### src/rtl/quantum_scheduler.sv
// Round-robin preemptive scheduler for N_PROG program slots with a programmable quantum.
// Drives the save/load context handshakes and tells the core which program may run.
module quantum_scheduler #(
  parameter int N_PROG          = 4,
  parameter int PIDW            = 2,
  parameter int QW              = 8,
  parameter int DEFAULT_QUANTUM = 16
) (
  input  logic              clock,
  input  logic              reset,
  input  logic              start,
  input  logic [N_PROG-1:0] prog_mask,
  input  logic              step,
  input  logic              def_quantum,
  input  logic [QW-1:0]     quantum_in,
  input  logic              end_program,
  input  logic              save_ack,
  input  logic              load_ack,
  output logic              save_req,
  output logic              load_req,
  output logic [PIDW-1:0]   cur_pid,
  output logic [PIDW-1:0]   next_pid,
  output logic              run_en,
  output logic              all_done,
  output logic [15:0]       switch_count
);

  typedef enum logic [2:0] {
    ST_IDLE   = 3'd0,
    ST_LOAD   = 3'd1,
    ST_RUN    = 3'd2,
    ST_SAVE   = 3'd3,
    ST_SELECT = 3'd4,
    ST_DONE   = 3'd5
  } state_t;

  state_t              state_r, state_s;
  logic [N_PROG-1:0]   ready_r, ready_s;
  logic [QW-1:0]       cnt_r, cnt_s;
  logic [QW-1:0]       quantum_r, quantum_s;
  logic [PIDW-1:0]     cur_pid_r, cur_pid_s;
  logic [PIDW-1:0]     next_pid_r, next_pid_s;
  logic [15:0]         switch_count_r, switch_count_s;
  logic                from_select_r, from_select_s;
  logic                save_req_r, load_req_r, run_en_r, all_done_r;
  logic [PIDW-1:0]     lowest_s;
  logic [PIDW-1:0]     rr_pick_s;
  logic                expire_s;
  logic                other_ready_s;
  logic [N_PROG-1:0]   cur_onehot_s;

  assign save_req     = save_req_r;
  assign load_req     = load_req_r;
  assign cur_pid      = cur_pid_r;
  assign next_pid     = next_pid_r;
  assign run_en       = run_en_r;
  assign all_done     = all_done_r;
  assign switch_count = switch_count_r;

  // Lowest present program and next ready program after cur_pid (cur_pid itself last).
  always_comb begin
    logic [PIDW-1:0] idx;
    lowest_s  = {PIDW{1'b0}};
    rr_pick_s = cur_pid_r;
    idx       = {PIDW{1'b0}};
    for (int i = N_PROG - 1; i >= 0; i--) begin
      idx = PIDW'(i);
      if (prog_mask[idx]) begin
        lowest_s = idx;
      end else begin
        lowest_s = lowest_s;
      end
    end
    // Scan backwards so the earliest position in round-robin order wins.
    for (int i = N_PROG; i >= 1; i--) begin
      idx = PIDW'((int'(cur_pid_r) + i) % N_PROG);
      if (ready_r[idx]) begin
        rr_pick_s = idx;
      end else begin
        rr_pick_s = rr_pick_s;
      end
    end
  end

  assign cur_onehot_s  = N_PROG'(1) << cur_pid_r;
  assign other_ready_s = |(ready_r & ~cur_onehot_s);
  assign expire_s      = step && (cnt_r >= (quantum_r - QW'(1)));

  // Next-state and next-register computation for the scheduler FSM.
  always_comb begin
    state_s        = state_r;
    ready_s        = ready_r;
    cnt_s          = cnt_r;
    cur_pid_s      = cur_pid_r;
    next_pid_s     = next_pid_r;
    switch_count_s = switch_count_r;
    from_select_s  = from_select_r;

    if (def_quantum) begin
      quantum_s = (quantum_in == QW'(0)) ? QW'(1) : quantum_in;
    end else begin
      quantum_s = quantum_r;
    end

    case (state_r)
      ST_IDLE, ST_DONE: begin
        if (start) begin
          if (prog_mask != {N_PROG{1'b0}}) begin
            ready_s       = prog_mask;
            cur_pid_s     = lowest_s;
            next_pid_s    = lowest_s;
            from_select_s = 1'b0;
            state_s       = ST_LOAD;
          end else begin
            state_s = ST_DONE;
          end
        end else begin
          state_s = state_r;
        end
      end
      ST_LOAD: begin
        if (load_ack) begin
          cur_pid_s = next_pid_r;
          cnt_s     = QW'(0);
          state_s   = ST_RUN;
          if (from_select_r && (switch_count_r != 16'hFFFF)) begin
            switch_count_s = switch_count_r + 16'd1;
          end else begin
            switch_count_s = switch_count_r;
          end
        end else begin
          state_s = ST_LOAD;
        end
      end
      ST_RUN: begin
        if (end_program) begin
          ready_s[cur_pid_r] = 1'b0;
          cnt_s              = QW'(0);
          state_s            = ST_SELECT;
        end else if (expire_s) begin
          if (other_ready_s) begin
            state_s = ST_SAVE;
          end else begin
            cnt_s = QW'(0);
          end
        end else if (step) begin
          cnt_s = cnt_r + QW'(1);
        end else begin
          cnt_s = cnt_r;
        end
      end
      ST_SAVE: begin
        if (save_ack) begin
          state_s = ST_SELECT;
        end else begin
          state_s = ST_SAVE;
        end
      end
      ST_SELECT: begin
        if (ready_r == {N_PROG{1'b0}}) begin
          state_s = ST_DONE;
        end else begin
          next_pid_s    = rr_pick_s;
          from_select_s = 1'b1;
          state_s       = ST_LOAD;
        end
      end
      default: begin
        state_s = ST_IDLE;
      end
    endcase
  end

  // State and registered outputs; outputs are decoded from the next state.
  always_ff @(posedge clock or posedge reset) begin
    if (reset) begin
      state_r        <= ST_IDLE;
      ready_r        <= {N_PROG{1'b0}};
      cnt_r          <= QW'(0);
      quantum_r      <= QW'(DEFAULT_QUANTUM);
      cur_pid_r      <= {PIDW{1'b0}};
      next_pid_r     <= {PIDW{1'b0}};
      switch_count_r <= 16'd0;
      from_select_r  <= 1'b0;
      save_req_r     <= 1'b0;
      load_req_r     <= 1'b0;
      run_en_r       <= 1'b0;
      all_done_r     <= 1'b0;
    end else begin
      state_r        <= state_s;
      ready_r        <= ready_s;
      cnt_r          <= cnt_s;
      quantum_r      <= quantum_s;
      cur_pid_r      <= cur_pid_s;
      next_pid_r     <= next_pid_s;
      switch_count_r <= switch_count_s;
      from_select_r  <= from_select_s;
      save_req_r     <= (state_s == ST_SAVE);
      load_req_r     <= (state_s == ST_LOAD);
      run_en_r       <= (state_s == ST_RUN);
      all_done_r     <= (state_s == ST_DONE);
    end
  end

endmodule
### config.mk
export PLATFORM = sky130hd
export DESIGN_NAME = quantum_scheduler
export DESIGN_NICKNAME = d
export VERILOG_FILES = /design/src/rtl/quantum_scheduler.sv
export SDC_FILE = /design/constraint.sdc
export NUM_CORES = 1
export LEC_CHECK = 0
export CAP_MARGIN = 25
export CORE_MARGIN = 2
export CORE_UTILIZATION = 59
export DETAILED_ROUTE_END_ITERATION = 16
export PLACE_DENSITY_LB_ADDON = 0.12
export SKIP_LAST_GASP = 1
export SYNTH_ARGS = -nofsm -noshare
export SYNTH_HDL_FRONTEND = slang
export SYNTH_SLANG_ARGS = --single-unit
### constraint.sdc
create_clock -name clock -period 4.86 [get_ports clock]
set_clock_uncertainty 0.2 [all_clocks]
set_input_delay 0.972 -clock clock [delete_from_list [all_inputs] [get_ports clock]]
set_output_delay 0.972 -clock clock [all_outputs]
set_load 0.01 [all_outputs]
# Word-level counts from Yosys, hierarchy flattened
# Index checks and enable logic that the tools add are counted.
dict set report totals {
  regBits 48
  in_bits 20
  out_inout_bits 24
  word_cells 114
}
dict set report op_classes {
  add_sub_neg 7
  order_cmp 7
  n_eq_ne 17
  n_shift 1
  n_mux 48
  bitwise 4
  n_reduce_logical 18
}
# op count
set ops {}
lappend ops {{2-to-1 mux 8 bit} 6}
lappend ops {{2-to-1 mux 2 bit} 13}
lappend ops {{2-to-1 mux 3 bit} 7}
lappend ops {{adder 16 x 1 -> 16 bit (second input constant)} 1}
lappend ops {{inequality test 16 bit (second input constant)} 1}
lappend ops {{case mux 8 bit (2 select lines)} 1}
lappend ops {{AND reduction 4 bit} 4}
lappend ops {{less-than comparator 2 x 3 -> 1 bit (second input constant)} 5}
lappend ops {{case mux 3 bit (5 select lines)} 1}
lappend ops {{equality test 3 x 2 -> 1 bit (second input constant)} 4}
lappend ops {{2-to-1 mux 4 bit} 3}
lappend ops {{inequality test 2 bit (second input constant)} 5}
lappend ops {{equality test 3 bit (second input constant)} 3}
lappend ops {{adder 8 x 1 -> 8 bit (second input constant)} 1}
lappend ops {{bitwise AND 4 bit} 2}
lappend ops {{binary-select mux 1 bit (select 2 bit)} 4}
lappend ops {{greater-or-equal comparator 8 bit} 1}
lappend ops {{zero test 8 bit} 1}
lappend ops {{2-to-1 mux 1 bit} 8}
lappend ops {{inequality test 4 bit (second input constant)} 2}
lappend ops {{NOT 4 bit} 2}
lappend ops {{case mux 2 bit (2 select lines)} 2}
lappend ops {{case mux 4 bit (2 select lines)} 1}
lappend ops {{nonzero test 2 bit} 4}
lappend ops {{other kinds (15)} 20}

# Longest topological paths before layout
dict set report logic_depth {
  ltp_word 9
  mapped_depth 11
  mapped_depth_nobuf 11
}

# Least setup slack after synthesis
# Ideal clock, no wire load.
dict set report synth_timing {
  path_kind {register to register}
  start {register quantum_r[3]}
  end {register cnt_r[1]}
  setup_time_ps 68
  t_arrival_ps 2205
  required_ps 4592
  path_slack_ps 2387
  stages_incl_launch_ff 11
  path_buffers 1
  synth_period_minus_slack_ps 2473
  cell_sequence {dfrtp_1 nor4_1 nand2_1 xor2_1 ha_1 a21oi_1 o22ai_1 a21oi_1 and2_1 buf_1 a32o_1}
}
dict set report synth_via {
  elab_chain_cells 6
  elab_cells_between_ends 9
  classes_between {1 x add/sub; 1 x order compare; 2 x eq/ne; 3 x mux; 2 x reduce/logical}
}
# element line_no
set synth_rtl {}
lappend synth_rtl {{start, declared} 40} ;# logic [QW-1:0] quantum_r, quantum_s;
lappend synth_rtl {{start signal, assigned} 180} ;# quantum_r <= QW'(DEFAULT_QUANTUM);
lappend synth_rtl {{start signal, assigned} 193} ;# quantum_r <= quantum_s;
lappend synth_rtl {{subtractor 8 x 1 -> 8 bit (*)} 87} ;# assign expire_s = step && (cnt_r >= (quantum_r - QW'(1)));
lappend synth_rtl {{greater-or-equal comparator 8 bit (*)} 87}
lappend synth_rtl {{logical AND 1 bit (*)} 87}
lappend synth_rtl {{2-to-1 mux 8 bit} 140} ;# end else if (expire_s) begin
lappend synth_rtl {{2-to-1 mux 8 bit} 136} ;# if (end_program) begin
lappend synth_rtl {{case mux 8 bit (2 select lines)} 105} ;# case (state_r)
lappend synth_rtl {{end signal, assigned} 192} ;# cnt_r <= cnt_s;
lappend synth_rtl {{end, declared} 39} ;# logic [QW-1:0] cnt_r, cnt_s;
# Every way passes the cells marked *; elsewhere a longest branch is shown, timed or not.
# A chain may end at the register's enable or synchronous reset.

# Worst setup path after layout
dict set report layout_timing {
  start {register quantum_r[5]}
  end {register cnt_r[1]}
}
# The elaborated chain is that of the path after synthesis.

==> flow_metrics.py <==
metrics = {
    "synthesis": {
        "avgSynthCellArea_um2": 9.51,
        "ys_ff_latch": 48,
        "yosysTopAreaCell": "dfrtp_1",
        "synth_cells": 308,
        "yosys-top-cells-count": "47 x dfrtp_1, 23 x o21ai_0, 21 x inv_1, 21 x nand2_1",
        "ys_top_cells_by_area": "dfrtp_1 40%, ha_1 6.4%, o21ai_0 3.9%",
        "yosysSeqAreaShare_pct": 41.0,
        "syn_area_um2": 2930,
        "yosys_warnings": 0,
        "ys_types": 57,
        "ys.flop_type": "dfrtp_1",
        "async_flop_share_pct": 100,
        "synth-edff-count": 0,
        "synth_fp_nets": 343,
        "synth_top_area_share_pct": 40.1,
        "yosysMostFrequentCell": "dfrtp_1",
    },
    "pwr": {
        "ir_drop_v": 0.000280,
        "pwr-share-comb_pct": 40.3,
        "p_per_area_nw_per_um2": 455,
        "power.share.switching_pct": 38.7,
        "p_leak_nw": 1.53,
        "seqPwrFrac_pct": 40.0,
        "pwr-share-clk_pct": 19.7,
        "finalPower_mw": 1.61,
        "p_sw_mw": 0.623,
        "internal_power_mw": 0.988,
    },
    "clock_network": {
        "clk_pin_slew_worst_paths_ns": 0.09,
        "cts-resized-gates": 0,
        "cts_hold_buf": 0,
        "insertion_delay_ns": 0.30,
        "root_buffer": "clkbuf_8",
        "clock-sinks": 48,
        "cts_buffers": 5,
        "htree_num_levels": 2,
        "cts_buffer_depth": 2,
        "post-cts-setup-buffer-count": 0,
        "cts_tree": "done",
    },
    "critical_path": {
        "cp-end-kind": "flip-flop",
        "crit_arrival_ns": 2.78,
        "cp.required_ns": 4.90,
        "r2r_slack_ns": 2.12,
        "worstPathCellList": "nor4_1 -> nand2_1 -> xor2_1 -> ha_1 -> a21oi_1 -> o22ai_1 -> a21oi_1 -> and2_1 -> a32o_1",
        "reg2reg_depth": 9,
        "critPathMaxFanout": 6,
        "crit_family": "simple AND/OR/NAND/NOR gates",
        "max_stage_delay_ns": 0.43,
        "cp-start-kind": "flip-flop",
        "cpMaxStageDelayCell": "dfrtp_1",
        "path_buf_inv": 0,
        "rr_endpoint": "cnt_r[1]$_DFFE_PP0P_",
        "crit_type": "reg2reg",
        "worstReg2RegStart": "quantum_r[5]$_DFFE_PP0P_",
        "path_common_cell": "a21oi_1",
    },
    "global_route": {
        "grt_antenna_before_repair": 0,
        "grt_pass1_wl_um": 10600,
        "grt_usage_pct": 24.8,
        "overflow": 0,
        "grt_max_degree": 49,
        "grt_pass1_vias": 2318,
    },
    "worst_hold_path": {
        "whs_endpoint": "switch_count[15]$_DFFE_PP0P_",
        "holdPathStages": 1,
        "hp-start": "switch_count[15]$_DFFE_PP0P_",
        "hold_class": "reg2reg",
    },
    "layout": {
        "fin_util_pct": 74.6,
        "nets": 384,
        "diodes": 0,
        "final-seq-area_um2": 1200,
        "multi_input_area_um2": 1600,
        "area_growth_pct": 21.0,
        "layout-drive-gt1-share_pct": 9.71,
        "fillers": 354,
    },
    "timing": {
        "worst_slack_ns": 2.12,
        "max_slew_margin_pct": 60.0,
        "fin_crit_ns": 2.74,
        "worst_pin_slew_ns": 0.597,
        "fin_crit_sh_pct": 56.5,
        "final_hold_viol_count": 0,
        "final-max-slew-violation-count": 0,
        "rsz0062_at_grt": "false",
        "setup_violations": 0,
        "fmax_mhz": 364,
        "whs_ns": 0.312,
        "final.setup.tns_ns": 0,
    },
    "route": {
        "wire_per_inst_um": 15.5,
        "drc": 0,
        "drt_wl_total_um": 6480,
        "ant_nets": 0,
        "drtPass1Iterations": 4,
        "via_per_inst": 5.81,
        "via_count": 2422,
        "dr.first_iter.drc_count": 261,
    },
    "flow_run": {
        "maxCapViolCount": 0,
    },
    "placement": {
        "pre_cts_slack_ns": 1.86,
        "hpwl_um": 4620,
        "io_buffer_count": 43,
        "gp_congestion": 0.910,
    },
    "die": {
        "die_y_um": 74.5,
        "pin_count": 44,
        "coreArea_um2": 4750,
        "die-area_um2": 5550,
        "die_w_um": 74.5,
        "rows": 25,
        "initial_core_util_pct": 61.6,
    },
    "run_status": {
        "status": "complete, no violations",
    },
}
## power by group through the flow
stage / clock [mW] / sequential, mW / combinational, mW
after detailed placement: 0 / 0.646 / 0.643
after global placement: 0 / 0.642 / 0.627
after floorplan: 0 / 0.583 / 0.495
final: 0.318 / 0.644 / 0.650
after CTS: 0.324 / 0.639 / 0.650
after global routing: 0.336 / 0.661 / 0.728
## worst max-delay path by stage
| stage | from | to | slack [ns] | cells after the start |
|---|---|---|---|---|
| floorplan | quantum_r[3]$_DFFE_PP0P_ | cnt_r[1]$_DFFE_PP0P_ | 2.39 | 10 |
| global placement | prog_mask[2] | cur_pid[0]$_DFFE_PP0P_ | 1.93 | 6 |
| detailed placement | prog_mask[2] | cur_pid[0]$_DFFE_PP0P_ | 1.86 | 6 |
| CTS | quantum_r[5]$_DFFE_PP0P_ | cnt_r[1]$_DFFE_PP0P_ | 2.12 | 9 |
| global route | quantum_r[5]$_DFFE_PP0P_ | cnt_r[1]$_DFFE_PP0P_ | 1.88 | 9 |
| finish | quantum_r[5]$_DFFE_PP0P_ | cnt_r[1]$_DFFE_PP0P_ | 2.12 | 9 |
## state kept, by name, indices dropped and copies added (netlist names)
| register | count |
|---|---|
| load_req | 1 |
| state_r | 3 |
| quantum_r | 8 |
| cnt_r | 8 |
| all_done | 1 |
| run_en | 1 |
| ready_r | 4 |
| switch_count | 16 |
| from_select_r | 1 |
| save_req | 1 |
| next_pid | 2 |
| cur_pid | 2 |
## cells by family after synthesis
group,after synthesis,share of synthesized area [%]
xor gates and xnor gates,21,6.28
muxes,12,4.83
and+or+nand+nor,104,20.2
AOI/OAI and AO/OA,77,17.0
DFF,48,41.0
adders and majority gates,15,6.40
buffers and inverters,31,4.27
## cells in the final DEF (no fill, tap or decap), drive strengths merged, types with 3 or more instances in the layout
cell type / synthesis / routed
a21oi: 18 / 18
a22o: 9 / 9
a31oi: 3 / 3
clkbuf: 7 / 7
clkdlybuf4s50: 0 / 43
dfrtp: 47 / 47
ha: 15 / 15
inv: 21 / 21
mux2: 7 / 7
mux2i: 4 / 4
nand2: 21 / 21
nand2b: 4 / 4
nand3: 10 / 10
nand3b: 3 / 3
nand4: 7 / 7
nor2: 22 / 22
nor2b: 4 / 4
nor3: 8 / 8
nor4b: 3 / 3
o211ai: 4 / 4
o21ai: 25 / 25
o22ai: 5 / 5
or2: 3 / 3
or3b: 4 / 4
or4: 3 / 3
xnor2: 10 / 10
xor2: 11 / 11
## cell type report
type | count | share of cell area, %
Clock buffer | 7 | 2.72
Clock inverter | 1 | 0.847
Inverter | 21 | 2.22
Multi-Input combinational cell | 229 | 45.2
Sequential cell | 48 | 33.9
Tap cell | 67 | 2.36
Timing Repair Buffer | 44 | 12.7
## through the flow
step / area, um^2 / instances
finish: 3540 / 417
floorplan: 2930 / 308
CTS: 3520 / 416
global route: 3540 / 417
global placement: 3400 / 408
detailed placement: 3400 / 408
## per-layer routing
layer	vias up	track usage, %	part of all wire (%)
li1	1195	-	-
met1	1150	33.3	44
met2	73	40.9	49
met3	4	4.74	6.1
met4	0	7.74	0.71
met5	-	0	0
## worst reg2reg max path: cells and delay by family, from the launching register on
| family | cells | cell delay [ns] |
|---|---|---|
| AO/OA/AOI/OAI | 4 | 0.80 |
| XOR/XNOR | 1 | 0.16 |
| adder cells (fa/ha/maj) | 1 | 0.29 |
| flip-flops | 1 | 0.43 |
| AND/OR/NAND/NOR | 3 | 0.80 |
Note: power is estimated with default switching activity, not from simulation.
